`config.mk`:
```
export PLATFORM = sky130hd
export DESIGN_NAME = uart_tx_arbiter
export DESIGN_NICKNAME = d
export VERILOG_FILES = /design/src/rtl/uart_tx_arbiter.sv
export SDC_FILE = /design/constraint.sdc
export NUM_CORES = 1
export LEC_CHECK = 0
export BUFFER_PORTS_ARGS = -buffer_cell sky130_fd_sc_hd__buf_2
export CELL_PAD_IN_SITES_DETAIL_PLACEMENT = 1
export CELL_PAD_IN_SITES_GLOBAL_PLACEMENT = 2
export CORE_ASPECT_RATIO = 0.6
export CORE_MARGIN = 1.5
export CORE_UTILIZATION = 22
export CTS_CLUSTER_SIZE = 16
export DETAILED_ROUTE_END_ITERATION = 16
export GPL_TIMING_DRIVEN = 0
export PLACE_DENSITY_LB_ADDON = 0.1
export SKIP_CTS_REPAIR_TIMING = 1
export SYNTH_ARGS = -nofsm -noshare
export SYNTH_HDL_FRONTEND = slang
export SYNTH_SLANG_ARGS = --single-unit
```
`constraint.sdc`:
```
create_clock -name clk -period 2.04 [get_ports clk]
set_clock_uncertainty 0.1 [all_clocks]
set_input_delay 0.204 -clock clk [delete_from_list [all_inputs] [get_ports clk]]
set_output_delay 0.204 -clock clk [all_outputs]
set_load 0.01 [all_outputs]
```
`src/rtl/uart_tx_arbiter.sv`:
```
// Round-robin sharing of one UART transmitter among NUM_REQ byte streams; a grant covers one message (req_last) or MAX_BURST bytes.
// Optional UART_ARB_TAG_EN: each grant is prefixed with an ASCII tag byte "0"+grant_id.
module uart_tx_arbiter #(
  parameter int NUM_REQ   = 4,
  parameter int DATA_W    = 8,
  parameter int MAX_BURST = 16
) (
  input  logic                        clk,
  input  logic                        rst,
  input  logic [NUM_REQ*DATA_W-1:0]   req_data,
  input  logic [NUM_REQ-1:0]          req_valid,
  input  logic [NUM_REQ-1:0]          req_last,
  output logic [NUM_REQ-1:0]          req_ready,
  output logic [DATA_W-1:0]           tx_data,
  output logic                        tx_valid,
  input  logic                        tx_ready,
  output logic [$clog2(NUM_REQ)-1:0]  grant_id,
  output logic                        busy
);

  localparam int GW = $clog2(NUM_REQ);
  localparam int CW = $clog2(MAX_BURST + 1);
  localparam logic [CW-1:0] CNT_LAST = CW'(MAX_BURST - 1);

`ifdef UART_ARB_TAG_EN
  typedef enum logic [1:0] {IDLE, TAG, STREAM} state_t;
`else
  typedef enum logic [1:0] {IDLE, STREAM} state_t;
`endif

  state_t          state_q, state_d;
  logic [GW-1:0]   grant_q, grant_d;
  logic [GW-1:0]   ptr_q, ptr_d;
  logic [CW-1:0]   cnt_q, cnt_d;
  logic            busy_q, busy_d;

  logic            found;
  logic [GW-1:0]   pick_idx;
  logic [GW-1:0]   cand;
  logic [DATA_W-1:0] sel_data;

  // First valid requester strictly after the pointer, wrapping around.
  always_comb begin
    found    = 1'b0;
    pick_idx = '0;
    cand     = '0;
    for (int k = 1; k <= NUM_REQ; k++) begin
      cand = GW'((int'(ptr_q) + k) % NUM_REQ);
      if (!found && req_valid[cand]) begin
        found    = 1'b1;
        pick_idx = cand;
      end
    end
  end

  assign sel_data = req_data[int'(grant_q)*DATA_W +: DATA_W];

  always_comb begin
    state_d   = state_q;
    grant_d   = grant_q;
    ptr_d     = ptr_q;
    cnt_d     = cnt_q;
    busy_d    = busy_q;
    tx_valid  = 1'b0;
    tx_data   = '0;
    req_ready = '0;
    case (state_q)
      IDLE: begin
        if (found) begin
          grant_d = pick_idx;
          busy_d  = 1'b1;
          cnt_d   = '0;
`ifdef UART_ARB_TAG_EN
          state_d = TAG;
`else
          state_d = STREAM;
`endif
        end
      end
`ifdef UART_ARB_TAG_EN
      TAG: begin
        tx_valid = 1'b1;
        tx_data  = DATA_W'(8'h30) + DATA_W'(grant_q);
        if (tx_ready) state_d = STREAM;
      end
`endif
      STREAM: begin
        tx_data            = sel_data;
        tx_valid           = req_valid[grant_q];
        req_ready[grant_q] = tx_ready;
        if (req_valid[grant_q] && tx_ready) begin
          cnt_d = cnt_q + CW'(1);
          if (req_last[grant_q] || cnt_q == CNT_LAST) begin
            busy_d  = 1'b0;
            ptr_d   = grant_q;
            state_d = IDLE;
          end
        end
      end
      default: state_d = IDLE;
    endcase
  end

  always_ff @(posedge clk) begin
    if (rst) begin
      state_q <= IDLE;
      grant_q <= '0;
      ptr_q   <= GW'(NUM_REQ - 1);
      cnt_q   <= '0;
      busy_q  <= 1'b0;
    end else begin
      state_q <= state_d;
      grant_q <= grant_d;
      ptr_q   <= ptr_d;
      cnt_q   <= cnt_d;
      busy_q  <= busy_d;
    end
  end

  assign grant_id = grant_q;
  assign busy     = busy_q;

endmodule

```
==> results of run 1 <==
==> Yosys cell counts <==
cell type / n
sky130_fd_sc_hd__nor2_1: 15
sky130_fd_sc_hd__buf_2: 2
sky130_fd_sc_hd__and3_1: 2
sky130_fd_sc_hd__a221oi_1: 1
sky130_fd_sc_hd__or3b_2: 1
sky130_fd_sc_hd__nand2_1: 4
sky130_fd_sc_hd__nor3_1: 2
sky130_fd_sc_hd__dfxtp_1: 10
sky130_fd_sc_hd__ha_1: 2
sky130_fd_sc_hd__nand3_2: 1
sky130_fd_sc_hd__mux4_2: 9
sky130_fd_sc_hd__or3b_1: 1
sky130_fd_sc_hd__o22a_1: 1
sky130_fd_sc_hd__nand2b_1: 5
sky130_fd_sc_hd__and2_1: 8
sky130_fd_sc_hd__nor4_1: 2
sky130_fd_sc_hd__nand3_1: 5
sky130_fd_sc_hd__o21ai_0: 1
sky130_fd_sc_hd__mux2i_1: 4
sky130_fd_sc_hd__or3_1: 2
sky130_fd_sc_hd__buf_6: 1
sky130_fd_sc_hd__nand3b_4: 1
sky130_fd_sc_hd__inv_1: 2
sky130_fd_sc_hd__clkbuf_1: 3
sky130_fd_sc_hd__buf_4: 2
sky130_fd_sc_hd__a21oi_1: 7
sky130_fd_sc_hd__or2_1: 3
sky130_fd_sc_hd__and2b_2: 1
sky130_fd_sc_hd__nor2b_1: 2
sky130_fd_sc_hd__a31oi_1: 2
sky130_fd_sc_hd__a211oi_1: 1
sky130_fd_sc_hd__a22o_1: 1
==> through the flow <==
| stage | cells | hold WS, ns | total power [mW] | setup TNS [ns] |
|---|---|---|---|---|
| final | 211 | 0.168 | 0.678 | 0 |
| after global routing | 211 | 0.205 | 0.720 | -0.00718 |
| after CTS | 212 | 0.170 | 0.688 | -0.952 |
| after detailed placement | 209 | 0.366 | 0.479 | 0 |
| after global placement | 209 | 0.353 | 0.474 | 0 |
| after floorplan | 104 | 0.266 | 0.374 | 0 |
==> per-layer routing <==
layer | up-vias | GRT usage
met1 | 503 | 0.188
met5 | - | 0
met3 | 2 | 0.0374
met2 | 26 | 0.236
met4 | 0 | 0.0161
li1 | 500 | -
==> sequential cells by signal, indices dropped and copies added, names as in the netlist <==
signal and count:
ptr_q 2, busy 1, grant_id 2, cnt_q 5
==> cells by family (layout without fill, tap and decap cells) <==
| kind of cell | after synthesis | count (layout) | share of synthesized area |
|---|---|---|---|
| and+or+nand+nor | 55 | 55 | 0.339 |
| AOI/OAI and AO/OA | 14 | 14 | 0.0936 |
| buffers and inverters | 10 | 70 | 0.0597 |
| DFF | 10 | 10 | 0.217 |
| adders and majority gates | 2 | 2 | 0.0271 |
| muxes | 13 | 13 | 0.263 |
==> cell usage in the layout, fill, tap and decap left out, types with 3 or more instances in the layout <==
cell / instances
sky130_fd_sc_hd__buf_2: 59
sky130_fd_sc_hd__nor2_1: 15
sky130_fd_sc_hd__dfxtp_1: 10
sky130_fd_sc_hd__mux4_2: 9
sky130_fd_sc_hd__and2_1: 8
sky130_fd_sc_hd__a21oi_1: 7
sky130_fd_sc_hd__nand2b_1: 5
sky130_fd_sc_hd__nand3_1: 5
sky130_fd_sc_hd__mux2i_1: 4
sky130_fd_sc_hd__nand2_1: 4
sky130_fd_sc_hd__or2_1: 3
sky130_fd_sc_hd__clkbuf_8: 3
==> power by group <==
part,total [mW],internal [mW],switching (mW)
Sequential,0.216,0.205,0.0109
Clock,0.201,0.129,0.0724
Combinational,0.261,0.142,0.119
==> cell type report <==
class                   instances  area [µm²]  area share
inverters                       2        7.51     0.00566
plain buffers                   7        62.6      0.0471
clock buffers                   3        41.3      0.0311
repair buffers                 58         290       0.219
multi-input cells              84         667       0.502
well taps                      47        58.8      0.0443
flip-flops and latches         10         200       0.151
==> worst max-delay path: stages (launching register included) <==
cell and delay [ns]:
sky130_fd_sc_hd__dfxtp_1 0.34, sky130_fd_sc_hd__buf_6 0.15, sky130_fd_sc_hd__buf_12 0.14, sky130_fd_sc_hd__mux4_2 0.48
sky130_fd_sc_hd__and2_1 0.17, sky130_fd_sc_hd__buf_2 0.13
==> path summary, 6_finish.rpt <==
check               from          to  slack, ns  cells past startpoint
max          grant_id[0]  tx_data[4]       0.09                      5
min                  rst    ptr_q[0]       0.17                      3
max reg2reg  grant_id[1]    ptr_q[1]       0.24                      6
min reg2reg     cnt_q[4]    cnt_q[4]       0.36                      2
==> run summary, run 1 <==
The run finished with clean final reports. Across the run, the number of max-cap violations was 0. For the aggregate global-route resource usage, the log shows 0.141. At the worst endpoint, the required time is 1.74 ns. The run gives 0 as the diode insertion count for antenna repair.

Derived from the worst setup path, the maximum achievable clock frequency is 512 MHz. The run gives 0.0858 ns as the worst setup slack after layout. Along the worst path, the maximum fanout reaches 10. The effective utilization at floorplan is 0.241, and the power per cell area is 511 nW/µm². The H-tree depth was 1. The final period demand of the worst path came out at 1.95 ns. The run gives 3 as the total clock buffers created by CTS. The highest layer touched by signal routing is met4. Wire segments on met3 add up to 177 µm in the final route.

The core occupancy in the finished layout was 0.347. The worst slew slack as a fraction of its limit was 0.679. The top cell type by total area after synthesis was sky130_fd_sc_hd__mux4_2. The fraction of final layout cells with drive strength greater than 1 is 0.482, and the final setup violation count is 0. At the pin with the least slew margin, the transition time is 0.481 ns. The first global-routing pass estimated 4910 µm of wire.

Wire segments on met2 add up to 1470 µm in the final route. After detailed routing, the average wire length per cell comes to 14.7 µm. The layout has 502 filler cells. After synthesis, the cell types taking the most area are sky130_fd_sc_hd__mux4_2, sky130_fd_sc_hd__dfxtp_1, sky130_fd_sc_hd__nor2_1. The tools report the number of antenna violations at the first check in global routing as 0. TritonCTS built the clock tree. The detail route stage leaves a number of antenna-violating nets equal to 0. The tree is rooted in a sky130_fd_sc_hd__clkbuf_8.

The logs give 10 for the sink count of the clock tree and 32 for the distinct cell type count of the synthesized netlist. The synthesized design contains 10 register bits. The congestion estimate from routability-driven global placement came to 0.725.

The run gives 0 as the max-slew violation total from the final report. Relative to the synthesized area, the layout overhead comes to 44.0%. The critical path start-end classification is register to primary output. For this block, the via count after detailed routing is 1031.

Clock-pin slew was measured on the worst setup and hold paths at 0.05 ns. The worst setup path is launched from a register. The tools report the sequential cell area fraction in the yosys report as 0.217. The period utilization works out to 0.958.

After synthesis the cells add up to 922 µm². The run gives 11 as the largest net degree at the start of global routing. Met1 routed wirelength after detailed routing: 1450 µm. Synthesis handed over a netlist of 104 instances. The die covers 4600 µm².

The share of the synthesized area in the top cell type is 0.220. The hold violation count in the final report was 0; the DRC marker count from the first detailed-route iteration was 33. Input and output buffers added on the ports amount to 58.

The number of nets at the end of the flow is 211. The die is 53.2 µm tall. Measured along the x axis, the die boundary spans 86.6 µm. Summed over all layers, the global routing overflow is 0.

STA puts the critical path data arrival time at 1.65 ns. For this design the static power due to leakage is 0.609 nW. The finished cells cover 1330 µm². At the placement stage, the worst setup path has a slack of 0.0975 ns.

The detailed-route wire length is 3110 µm, and the average via count per standard cell is 4.89. The number of global-route vias before repair was 1023; the top-level I/O count was 59. The Yosys step of the flow raised 0 warnings.

When the netlist entered floorplanning its net count stood at 149. The tools report the detailed placement HPWL as 2660 µm. The worst setup path is captured at a primary output. The later pin in the worst-skew pair is clocked with a latency of 0.23 ns. The tools report the first-pass iteration count of the detailed router as 4. The placed instances occupy a cell area of 1270 µm². For this run, design rule violations remaining after detail routing come to 0. The initialized floorplan defines 17 standard-cell rows. The class of the most critical hold timing path is input port to register. The run gives 0.000250 V as the highest ir drop seen on vdd. The maximum clock path buffer count was 2. After synthesis, the mean cell area works out to 8.87 µm². In this run the standard cell core region covers 3830 µm².
No activity file was read; power rests on OpenSTA's default activity.
==> run 2, diff against run 1 <==
--- a/config.mk
+++ b/config.mk
@@ -16,2 +16,3 @@
 export GPL_TIMING_DRIVEN = 0
+export MAX_ROUTING_LAYER = met4
 export PLACE_DENSITY_LB_ADDON = 0.1
--- a/constraint.sdc
+++ b/constraint.sdc
@@ -4,2 +4,2 @@
 set_output_delay 0.204 -clock clk [all_outputs]
-set_load 0.01 [all_outputs]
+set_load 0.05 [all_outputs]
==> run 2 against run 1 <==
Net effect:
- maximum frequency is 1.1% lower
- cell area is 7.7% higher
- global-route usage down 0.38 points
- combinational power up 50%
- total power is 19% higher
- via count rose by 0.58%
- cell count rose by 2.8%
- flip-flop and latch count is the same
- critical path depth unchanged
- worst hold slack worse by 0.0010 ns
- sequential share of layout area decreased by 0.91 points
- largest cell class unchanged
==> run summary, run 2 (synthesis gave the netlist of run 1 again) <==
Compared with the post-synthesis result, the final layout area differs by 55.1%. The clock latency at the later pin of the worst-skew pair is 0.23 ns (about the same). In this run the worst hold path is classified as input port to register.

For the number of nets at the end of the flow, the log shows 217 (+2.8%). For the met3 usage, the log shows 0.0374 (unchanged). The endpoint of the worst hold-timing path was ptr_q[0]. The run gives 217 (+2.8%) as the post-layout instance count excluding filler cells. The worst setup path is of the register to primary output kind.

Die span in x: 86.6 µm (unchanged). The worst register-to-register path ends at ptr_q[1]. The flip-flop count of the largest register after layout works out to 5 (unchanged). The detailed-route via count is 1037 (+0.58%), and the final period demand of the worst path is 1.98 ns (+0.0225 ns).

The logs give 0.21 ns (-0.03 ns) for the setup slack of the worst register-to-register path and 0.184 (-0.00368) for the met1 routing resource usage after global routing. The aggregate global-route resource usage is 0.137 (-0.00381), and the power per cell area is 564 nW/µm² (+10%). In the layout the commonest cells are sky130_fd_sc_hd__buf_2, sky130_fd_sc_hd__nor2_1, sky130_fd_sc_hd__mux4_2. The worst hold path begins at rst.

The tools report the worst reg2reg path startpoint as grant_id[0]. The final non-filler cell area is 1430 µm² (+7.7%). The period utilization works out to 0.969 (+0.0111). For the H-tree depth, the log shows 1 (unchanged).

The total clock buffers created by CTS came out at 3 (unchanged). The total global routing overflow is 0 (unchanged). The run gives 24 (-27%) as the DRC marker count from the first detailed-route iteration. The number of placed instances with taps included was 209 (unchanged). The run gives 4 (unchanged) as the first-pass iteration count of the detailed router. The max-slew violation total from the final report is 0 (unchanged). The hold-critical path depth was 3 (unchanged); the worst setup slack after layout was 0.0632 ns (-0.0225 ns). The logs give 0 (unchanged) for the final setup violation count and 943 (-7.8%) for the number of global-route vias before repair. The tools report the worst setup slack before clock tree synthesis as -0.0138 ns (-0.111 ns). The top fanout value on the critical path was 5 (-5); the CTS clock-pin slew for the worst setup and hold paths was 0.04 ns (about the same). The number of cells traversed by the worst register-to-register path works out to 7 (+1). Setup repair after global routing left no endpoint under its margin.

The tree is rooted in a sky130_fd_sc_hd__clkbuf_8. The run gives 0 (unchanged) as the diode insertion count for antenna repair. The detailed placement HPWL was 2670 µm (+0.15%); the fraction of final layout cells with drive strength greater than 1 was 0.547 (+0.0654). The tools report the highest ir drop seen on vdd as 0.000190 V (-24%). The layer flagged by global routing as most heavily used is met2. The mean routed wirelength per cell came out at 14.8 µm (+0.52%). The flow ran to the end, and the final reports show no timing, DRC or antenna violations.

The setup TNS was 0 ns (unchanged). Most common cell after layout, fill and taps aside: sky130_fd_sc_hd__buf_2. The number of buffers added on ports came out at 58 (unchanged). The tools report the worst slew slack as a fraction of its limit as 0.672 (-0.00701).

The tools report the maximum clock path buffer count as 2 (unchanged). The total cell area at the placement stage was 1280 µm² (+0.79%). The wire length of the first global-routing pass is 4540 µm (-7.4%). Ranked by flip-flop count, first place goes to cnt_q. Transition time at the pin with the least slew margin: 0.492 ns (+0.0105 ns). The logs give 0.241 (unchanged) for the effective utilization at floorplan and 59 (unchanged) for the top-level I/O count. The average via count per standard cell was 4.78 (-2.2%). The run gives 506 MHz (-1.1%) as the highest clock rate. The total core area was 3830 µm² (unchanged); the largest net degree at the start of global routing was 11 (unchanged).

For the post-route total power, the log shows 0.807 mW (+19%). The nature of the critical path endpoint was a primary output. The logs give 4600 µm² (unchanged) for the area of the die and 1.67 ns (+0.02 ns) for the worst endpoint data arrival time. The static leakage power was 0.657 nW (+7.8%).

STA classifies the critical path startpoint as a register. The number of routed nets with antenna violations is 0 (unchanged). The logs give 0 (unchanged) for the max capacitance violation total and 0 (unchanged) for the number of antenna violations at the first check in global routing. TritonCTS built the clock tree.

The tools report the final RePlAce weighted congestion as 0.722 (-0.44%). The fraction of met2 tracks used by global routing was 0.212 (-0.0234). The hold violation count in the final report is 0 (unchanged). The run gives 10 (unchanged) as the sink count of the clock tree. The detailed-route wire length is 3210 µm (+3.4%). The required time of the worst setup path was 1.74 ns (about the same); the number of DRC violations after detailed routing was 0 (unchanged). The y dimension of the die was 53.2 µm (unchanged). The tools report the placement row count as 17 (unchanged).
==> run 2: changes by cell type in the layout (fill, tap and decap cells not counted), moves of 2 or more <==
cell / change
sky130_fd_sc_hd__dfxtp_2: +2
sky130_fd_sc_hd__and2_1: -6
sky130_fd_sc_hd__buf_6: +2
sky130_fd_sc_hd__and2_2: +6
sky130_fd_sc_hd__buf_2: -6
sky130_fd_sc_hd__buf_4: +7
sky130_fd_sc_hd__dfxtp_1: -2
==> run 2: metrics by stage <==
stage,util,hold slack (ns)
final,0.374,0.167
after global routing,0.374,0.187
after CTS,0.345,0.166
after detailed placement,0.335,0.370
after global placement,0.335,0.353
after floorplan,-,0.266
==> run 2: how the worst max path moves through the flow <==
stage | start | endpoint | slack [ns] | cells after the start
after detailed placement | grant_id[0] | tx_data[3] | -0.01 | 5
after floorplan | grant_id[1] | req_ready[2] | -0.03 | 4
after CTS | grant_id[0] | tx_data[3] | -0.26 | 5
final | grant_id[0] | tx_data[5] | 0.06 | 5
after global routing | grant_id[0] | tx_data[6] | 0.0002 | 5
after global placement | grant_id[1] | tx_data[0] | 0.008 | 5
==> run 2: layout make-up <==
| type | count | area (µm²) |
|---|---|---|
| fillers | 473 | 2400 |
| flip-flops and latches | 10 | 203 |
| repair buffers | 63 | 372 |
| clock buffers | 3 | 41.3 |
| multi-input cells | 84 | 674 |
| plain buffers | 8 | 73.8 |
| well taps | 47 | 58.8 |
| inverters | 2 | 7.51 |
==> run 2: critical path: stages, from the launching register on <==
cell	delay, ns
sky130_fd_sc_hd__dfxtp_2	0.34
sky130_fd_sc_hd__buf_8	0.12
sky130_fd_sc_hd__buf_12	0.12
sky130_fd_sc_hd__mux4_2	0.47
sky130_fd_sc_hd__and2_2	0.20
sky130_fd_sc_hd__buf_4	0.18
==> run 2: per-layer routing <==
metal / vias to the layer above / part of all wire / wire length, µm
met2: 31 / 0.44 / 1430
met5: - / 0 / 0
met3: 2 / 0.049 / 158
met1: 493 / 0.50 / 1620
met4: 0 / 0.0037 / 12
li1: 511 / - / -
==> run 2: where the power goes <==
part	switching [mW]	internal, mW	total (mW)	leakage [nW]
Sequential	0.0116	0.206	0.218	0.0823
Clock	0.0679	0.128	0.196	0.0216
Combinational	0.215	0.178	0.392	0.553
Total	0.294	0.513	0.807	0.657
==> run 3, diff against run 2 <==
RECOVER_POWER = 25   (was unset)
==> run 3 against run 2 <==
Net effect:
- worst setup slack stayed put
- clock-buffer cell count unchanged
- clock power about the same
- global-route usage unchanged
- flip-flop and latch count is the same
- critical path depth stayed put
- worst hold slack unchanged
- cell area down 0.17%
- sequential power barely moved
- sequential share of layout area is essentially flat
- maximum frequency is the same
==> run summary, run 3 (synthesis gave the netlist of run 1 again) <==
The logs give 217 (unchanged) for the post-layout instance count excluding filler cells and 0 (unchanged) for the diode insertion count for antenna repair. The tools report the detailed-route wire length as 3220 µm (about the same). The switching power as a share of total power works out to 0.365 (+0.000588). The most common cell after layout, fill and taps aside is sky130_fd_sc_hd__buf_2. Nature of the critical path endpoint: a primary output.

The power share of the sequential group is 0.271 (about the same). The top fanout value on the critical path was 5 (unchanged). The root buffer cell is sky130_fd_sc_hd__clkbuf_8. The max capacitance violation total was 0 (unchanged). The area growth from synthesis to layout is 54.8%. The worst setup path is launched from a register.

Most flop-heavy register: cnt_q. The max-slew violation total from the final report was 0 (unchanged). The area of the die is 4600 µm² (unchanged), and the hold violation count in the final report is 0 (unchanged).

Fraction of final layout cells with drive strength greater than 1: 0.535 (-0.0118). The switching power was 0.294 mW (about the same); the power per cell area was 564 nW/µm² (about the same). The tools report the maximum clock path buffer count as 2 (unchanged). The cell internal power dissipation is 0.512 mW (-0.19%), and the largest net degree at the start of global routing is 11 (unchanged). In the layout the commonest cells are sky130_fd_sc_hd__buf_2, sky130_fd_sc_hd__nor2_1, sky130_fd_sc_hd__mux4_2. The peak per-stage delay on the critical path is 0.47 ns (about the same).

Transition time at the pin with the least slew margin: 0.624 ns (+0.132 ns). The run finished with clean final reports. The tools report the final setup violation count as 0 (unchanged).

The number of global-route vias before repair is 943 (unchanged). Setup repair after global routing left no endpoint under its margin. The total global routing overflow was 0 (unchanged); the number of buffers added on ports was 58 (unchanged). The period utilization is 0.969 (unchanged), and the DRC marker count from the first detailed-route iteration is 24 (unchanged). The final RePlAce weighted congestion was 0.722 (unchanged); the average via count per standard cell was 4.78 (unchanged). The worst slew slack as a fraction of its limit was 0.586 (-0.0862). The final period demand of the worst path was 1.98 ns (unchanged). The logs give 1430 µm² (-0.17%) for the final non-filler cell area and 0.137 (unchanged) for the aggregate global-route resource usage. The logs give 3830 µm² (unchanged) for the total core area and 0.244 (about the same) for the share of total power in the clock network. The critical path in this run is classified as register to primary output. The logs give 0.650 nW (-1.0%) for the static leakage power and 0.486 (about the same) for the combinational cell fraction of total power. The first-pass iteration count of the detailed router is 4 (unchanged). The logs give 506 MHz (unchanged) for the highest clock rate and 217 (unchanged) for the number of nets at the end of the flow.

For the placement row count, the log shows 17 (unchanged). The H-tree depth came out at 1 (unchanged). The logs give 1.74 ns (about the same) for the required time of the worst setup path and 0 (unchanged) for the number of DRC violations after detailed routing. Number of placed instances with taps included: 209 (unchanged). The tools report the worst endpoint data arrival time as 1.67 ns (about the same). The total of fill cells in the finished design is 475 (+0.42%). For the wire length of the first global-routing pass, the log shows 4540 µm (unchanged).

For the effective utilization at floorplan, the log shows 0.241 (unchanged). The run gives 59 (unchanged) as the top-level I/O count. The tools report the highest ir drop seen on vdd as 0.000190 V (about the same). Among all stages on the critical path, the largest delay is contributed by sky130_fd_sc_hd__mux4_2.

The mean routed wirelength per cell was 14.8 µm (about the same); the total cell area at the placement stage was 1280 µm² (unchanged). The sink count of the clock tree was 10 (unchanged); the total clock buffers created by CTS was 3 (unchanged). The CTS clock-pin slew for the worst setup and hold paths is 0.04 ns (about the same), and the flip-flop count of the largest register after layout is 5 (unchanged). The number of antenna violations at the first check in global routing was 0 (unchanged).

The detailed-route via count was 1037 (unchanged); the die span in x was 86.6 µm (unchanged). The run gives 0.23 ns (about the same) as the clock latency at the later pin of the worst-skew pair. Walking the worst path, the cells encountered are buf_8 > buf_12 > mux4_2 > and2_2 > buf_4. TritonCTS built the clock tree.

The path class of the tightest hold or removal check is input port to register. The run gives 2670 µm (unchanged) as the detailed placement HPWL. The y dimension of the die is 53.2 µm (unchanged), and the number of routed nets with antenna violations is 0 (unchanged).
run 3: routing by layer:
layer  track usage  wire (µm)  vias up
met4        0.0161         12        0
li1              -          -      511
met3        0.0374        158        2
met5             -          0        -
met1         0.184       1620      493
met2         0.212       1430       31
run 3: through the flow:
stage / power, mW / setup TNS, ns / utilization / setup WS (ns) / hold WS, ns
CTS: 0.772 / -1.52 / 0.345 / -0.265 / 0.166
floorplan: 0.465 / -0.0568 / - / -0.0284 / 0.266
finish: 0.806 / 0 / 0.373 / 0.0632 / 0.167
global route: 0.855 / 0 / 0.373 / 0.000172 / 0.187
global placement: 0.563 / 0 / 0.335 / 0.00804 / 0.353
detailed placement: 0.570 / -0.0262 / 0.335 / -0.0138 / 0.370
run 3: power groups by stage:
stage / Combinational (mW) / Clock [mW] / Sequential (mW)
after floorplan: 0.227 / 0 / 0.238
after global placement: 0.343 / 0 / 0.220
after detailed placement: 0.349 / 0 / 0.221
after CTS: 0.350 / 0.205 / 0.217
after global routing: 0.420 / 0.216 / 0.219
final: 0.391 / 0.196 / 0.218
run 3: final timing paths:
kind,from,to,slack [ns],cells after the start
max reg2reg,grant_id[0],ptr_q[1],0.21,7
min,rst,ptr_q[0],0.17,3
max,grant_id[0],tx_data[5],0.06,5
min reg2reg,cnt_q[4],cnt_q[4],0.38,2
run 3: worst max-delay path: cells and delay by family (launching register included):
family	cells	cell delay [ns]
DFF	1	0.34
muxes	1	0.47
buffers and inverters	3	0.42
and+or+nand+nor	1	0.20
run 3: layout make-up:
type	count	area (µm²)	share of cell area
repair buffers	63	369	0.259
clock buffers	3	41.3	0.0289
plain buffers	8	73.8	0.0517
inverters	2	7.51	0.00526
well taps	47	58.8	0.0412
multi-input cells	84	674	0.472
flip-flops and latches	10	203	0.142
